### config.mk
export PLATFORM = sky130hd
export DESIGN_NAME = mux_scan_reg
export DESIGN_NICKNAME = d
export VERILOG_FILES = /design/src/rtl/mux_scan_reg.sv
export SDC_FILE = /design/constraint.sdc
export NUM_CORES = 1
export LEC_CHECK = 0
export ABC_CLOCK_PERIOD_IN_PS = 4900
export CAP_MARGIN = 20
export CORE_AREA = 2 2 75 77
export DETAILED_ROUTE_END_ITERATION = 16
export DIE_AREA = 0 0 77 79
export GPL_TIMING_DRIVEN = 0
export PLACE_DENSITY = 0.87
export REMOVE_ABC_BUFFERS = 1
export SLEW_MARGIN = 20
export SYNTH_ARGS = -nofsm -noshare
export SYNTH_HDL_FRONTEND = slang
export SYNTH_SLANG_ARGS = --single-unit
### constraint.sdc
create_clock -name i_clk -period 4.9 [get_ports i_clk]
set_input_delay 0.49 -clock i_clk [delete_from_list [all_inputs] [get_ports i_clk]]
set_output_delay 0.49 -clock i_clk [all_outputs]
set_load 0.02 [all_outputs]
### src/rtl/mux_scan_reg.sv
// Registered CHANNELS-to-1 multiplexer with manual select and round-robin masked scan.
// Captured samples are delivered over a valid/ready handshake with one-sample buffering.
module mux_scan_reg #(
  parameter int WIDTH    = 8,
  parameter int CHANNELS = 8,
  localparam int SEL_W   = $clog2(CHANNELS)
) (
  input  logic                      i_clk,
  input  logic                      i_rst_n,
  input  logic [CHANNELS*WIDTH-1:0] i_data_in,
  input  logic [SEL_W-1:0]          i_select,
  input  logic                      i_mode,
  input  logic [CHANNELS-1:0]       i_ch_mask,
  input  logic                      i_en,
  input  logic                      i_ready,
  output logic [WIDTH-1:0]          o_data_out,
  output logic [SEL_W-1:0]          o_ch_out,
  output logic                      o_sel_err,
  output logic                      o_valid,
  output logic [0:0]                o_state
);

  // Handshake: a sample is transferred on a rising edge where o_valid and i_ready are both 1;
  // while o_valid=1 and i_ready=0 every output holds, and i_ready only acts at the clock edge.

  localparam logic [0:0] S_IDLE    = 1'b0;
  localparam logic [0:0] S_PRESENT = 1'b1;

  logic [0:0]       r_state;
  logic [SEL_W-1:0] r_ptr;
  logic [WIDTH-1:0] r_data;
  logic [SEL_W-1:0] r_ch;
  logic             r_err;

  logic             w_scan_found;
  logic [SEL_W-1:0] w_scan_ch;
  logic [SEL_W-1:0] w_ptr_next;
  logic [SEL_W-1:0] w_cap_ch;
  logic [WIDTH-1:0] w_cap_data;
  logic             w_cap_err;
  logic             w_eligible;
  logic             w_take;

  // First mask bit at or above r_ptr, wrapping; the extra index bit keeps ptr+i from overflowing.
  always_comb begin : scan_search
    logic [SEL_W:0] v_idx;
    w_scan_found = 1'b0;
    w_scan_ch    = '0;
    v_idx        = '0;
    for (int i = 0; i < CHANNELS; i++) begin
      v_idx = {1'b0, r_ptr} + (SEL_W+1)'(i);
      if (v_idx >= (SEL_W+1)'(CHANNELS)) v_idx = v_idx - (SEL_W+1)'(CHANNELS);
      if (!w_scan_found && i_ch_mask[v_idx[SEL_W-1:0]]) begin
        w_scan_found = 1'b1;
        w_scan_ch    = v_idx[SEL_W-1:0];
      end
    end
  end

  assign w_ptr_next = (w_scan_ch == SEL_W'(CHANNELS - 1)) ? '0 : w_scan_ch + 1'b1;

  // An out-of-range select matches no slice, so the data falls back to zero.
  always_comb begin
    w_cap_ch   = i_mode ? w_scan_ch : i_select;
    w_cap_err  = !i_mode && ({1'b0, i_select} >= (SEL_W+1)'(CHANNELS));
    w_cap_data = '0;
    for (int c = 0; c < CHANNELS; c++) begin
      if (w_cap_ch == SEL_W'(c)) w_cap_data = i_data_in[c*WIDTH +: WIDTH];
    end
  end

  assign w_eligible = i_en && (!i_mode || w_scan_found);
  assign w_take     = (r_state == S_IDLE) || i_ready;

  always_ff @(posedge i_clk or negedge i_rst_n) begin
    if (!i_rst_n) begin
      r_state <= S_IDLE;
      r_ptr   <= '0;
      r_data  <= '0;
      r_ch    <= '0;
      r_err   <= 1'b0;
    end else if (w_take) begin
      if (w_eligible) begin
        r_state <= S_PRESENT;
        r_data  <= w_cap_data;
        r_ch    <= w_cap_ch;
        r_err   <= w_cap_err;
        if (i_mode) r_ptr <= w_ptr_next;
      end else begin
        r_state <= S_IDLE;
      end
    end
  end

  assign o_data_out = r_data;
  assign o_ch_out   = r_ch;
  assign o_sel_err  = r_err;
  assign o_valid    = (r_state == S_PRESENT);
  assign o_state    = r_state;

endmodule

==> qor.yml <==
timing.clock.skew_ns: 0.00274
syn2layout_area_growth_pct: 41.2
rr_worst_depth: 12
max-vdd-ir-drop_uv: 355
cts_inserted_buffers: 3
routed_wire_length_per_instance_um: 16.2
timing.fmax_ghz: 0.218
finalHoldViolCount: 0
place.gp.congestion: 0.841
clock_tree_from_tritoncts: "yes"
clock-sinks: 15
grt_pass1_wl_um: 10800
drc: 0
syn_area_per_cell_sq_um: 9.43
core_area_sq_um: 5340
most_used_flip_flop_cell_after_synthesis: "sky130_fd_sc_hd__dfrtp_1"
detailed_place_hpwl_um: 5030
insertedDiodeCount: 0
final_cells: 392
drv.max_cap_violation_count: 0
min_period_ns: 4.58
detail_route.wirelength_um: 6360
placedCellCount: 388
total_leakage_power_nw: 1.29
pin_count: 94
floorplan.die_area_sq_um: 6080
synth_cell_types: 52
mappedNetlistArea_sq_um: 2270
worst_setup_path_start_kind: "register"
status: "complete, no violations"
buffer_ports.inserted: 92
totalPowerFinal_mw: 2.03
syn-instance-count: 241
slew-limit-headroom: 0.530
setup_viol: 0
path_max_fanout: 17
critical_path_required_ns: 5.02
grt_setup_unrepaired: "no"
cts_max_path_buffers: 2
globalRouteOverflowTotal: 0
synth_edf_count: 0
seq_area_frac_synth: 0.165
drt-vias-per-instance: 5.92
timing_worst_slew_pin_value_ns: 0.702
number_of_synthesis_warnings: 0
fp.dieW_um: 77
postSynth.asyncResetShare: 1.00
timing_worst_setup_path_type: "register to register"
hold_path_depth: 1
setup_total_negative_slack_ns: 0
die-height_um: 79
clock_tree.root_cell: "sky130_fd_sc_hd__clkbuf_8"
pwr_density_cell_nw_per_um2: 634
worst_hold_margin_ns: 0.489
final_antenna_net_count: 0
layout.cells.most_common_list: "92 x sky130_fd_sc_hd__clkdlybuf4s50_1, 41 x sky130_fd_sc_hd__mux2i_1, 31 x sky130_fd_sc_hd__nand2_1"
detailedRoute.firstPassIterationCount: 4
starting_density: 0.426
slew_violations: 0
placed_cell_area_sq_um: 3160
std_cell_rows: 27
cp.arrival_ns: 4.70
vias_in_the_first_global_route: 2330
ys_ff_latch: 15
stdcell_area_sq_um: 3210
final_clock_period_utilization_by_the_worst_path: 0.934
globalRouteTotalUtil: 0.216
grt_start_max_net_pins: 24
min_path_type: "register to register"
setup.worst_path.end_class: "register"
route.vias.total: 2320
layout-drive-gt1-share: 0.134
later_pin_clock_latency_in_the_skew_report_ns: 0.25
ctsHtreeMaxLevel: 1
layout_commonest_cell: "sky130_fd_sc_hd__clkdlybuf4s50_1"
detail_route.iter0.violations: 179
nNetsFinal: 404
fillCellCount: 481
cts.reportedPaths.clkPinSlew_ns: 0.06
grt_antenna_before_repair: 0
-- flip-flops by register name, indices dropped and copies added (netlist names) --
register    flops
o_state         1
r_ptr           3
o_ch_out        3
o_data_out      8
-- stage by stage --
step,worst slack (ns),util
after CTS,0.0745,0.600
final,0.323,0.601
after detailed placement,-0.145,0.591
after global routing,0.0157,0.601
after global placement,-0.0174,0.591
after floorplan,0.641,-
-- report_power, final --
part           internal, mW  total [mW]  switching [mW]
logic                 0.774        1.65           0.879
clock network        0.0563       0.102          0.0453
registers             0.182       0.278          0.0966
total                  1.01        2.03            1.02
-- kinds of logic after synthesis --
kind of cell,share of synthesized area
fa+ha+maj,0.0165
compound gates,0.236
mux,0.362
simple gates,0.119
other cells,0.00165
flops,0.165
xor+xnor,0.0297
buf+inv,0.0694
-- Yosys cell counts, types with 4 or more instances --
cell / instances / area share
sky130_fd_sc_hd__inv_1: 8 / 0.013
sky130_fd_sc_hd__mux2_2: 6 / 0.030
sky130_fd_sc_hd__o221ai_2: 5 / 0.033
sky130_fd_sc_hd__nor2_1: 13 / 0.021
sky130_fd_sc_hd__o22ai_1: 5 / 0.014
sky130_fd_sc_hd__nand3_1: 8 / 0.018
sky130_fd_sc_hd__a211o_1: 5 / 0.019
sky130_fd_sc_hd__o21ai_0: 6 / 0.013
sky130_fd_sc_hd__dfrtp_1: 15 / 0.17
sky130_fd_sc_hd__a21oi_1: 6 / 0.013
sky130_fd_sc_hd__o21ai_1: 9 / 0.020
sky130_fd_sc_hd__mux4_2: 12 / 0.12
sky130_fd_sc_hd__a21o_1: 4 / 0.013
sky130_fd_sc_hd__buf_4: 7 / 0.023
sky130_fd_sc_hd__o21a_1: 6 / 0.020
sky130_fd_sc_hd__mux2i_1: 41 / 0.18
sky130_fd_sc_hd__buf_2: 5 / 0.011
sky130_fd_sc_hd__nand2_1: 31 / 0.051
-- critical path: stages (launching register included) --
cell and delay [ns]:
sky130_fd_sc_hd__dfrtp_2 0.59, sky130_fd_sc_hd__inv_1 0.27, sky130_fd_sc_hd__ha_1 0.70, sky130_fd_sc_hd__mux2i_1 0.23, sky130_fd_sc_hd__mux4_2 0.49, sky130_fd_sc_hd__a32o_2 0.32, sky130_fd_sc_hd__a41oi_1 0.19, sky130_fd_sc_hd__a311oi_1 0.09
sky130_fd_sc_hd__o31a_2 0.54, sky130_fd_sc_hd__nor2_1 0.19, sky130_fd_sc_hd__nand3_1 0.34, sky130_fd_sc_hd__o21ai_0 0.37, sky130_fd_sc_hd__o221ai_2 0.13
-- area by class of cell --
| class | instances | area (sq um) | area share |
|---|---|---|---|
| clock buffer | 3 | 41.3 | 0.0129 |
| clock inverter | 1 | 5.00 | 0.00156 |
| inverter | 8 | 30.0 | 0.00936 |
| multi-input combinational | 201 | 1740 | 0.543 |
| sequential | 15 | 378 | 0.118 |
| tap | 72 | 90.1 | 0.0281 |
| timing repair buffer | 92 | 921 | 0.287 |
-- routing by layer --
layer | part of all wire | vias up | GRT usage
met5 | 0 | - | 0
met4 | 0.025 | 0 | 0.0839
met3 | 0.072 | 14 | 0.0375
met2 | 0.51 | 113 | 0.380
met1 | 0.40 | 1110 | 0.266
li1 | - | 1083 | -
-- path summary, 6_finish.rpt --
path	endpoint	start	slack, ns
worst max-delay path	o_data_out[5]	r_ptr[0]	0.32
worst min-delay path	o_ch_out[0]	o_ch_out[0]	0.49
worst max register to register	o_data_out[5]	r_ptr[0]	0.32
worst min register to register	o_ch_out[0]	o_ch_out[0]	0.49
max in group asynchronous	r_ptr[1]	i_rst_n	3.75
min in group asynchronous	o_data_out[3]	i_rst_n	0.66
-- repair_timing --
item | CTS | global route
endpoints found under the setup margin | 7 | 12
pin swaps | 0 | 0
gates resized for setup | 1 | 3
endpoints found under the hold margin | 0 | 0
buffers inserted | 0 | 0
hold buffers | 0 | 0
Note: power is estimated with default switching activity, not from simulation.
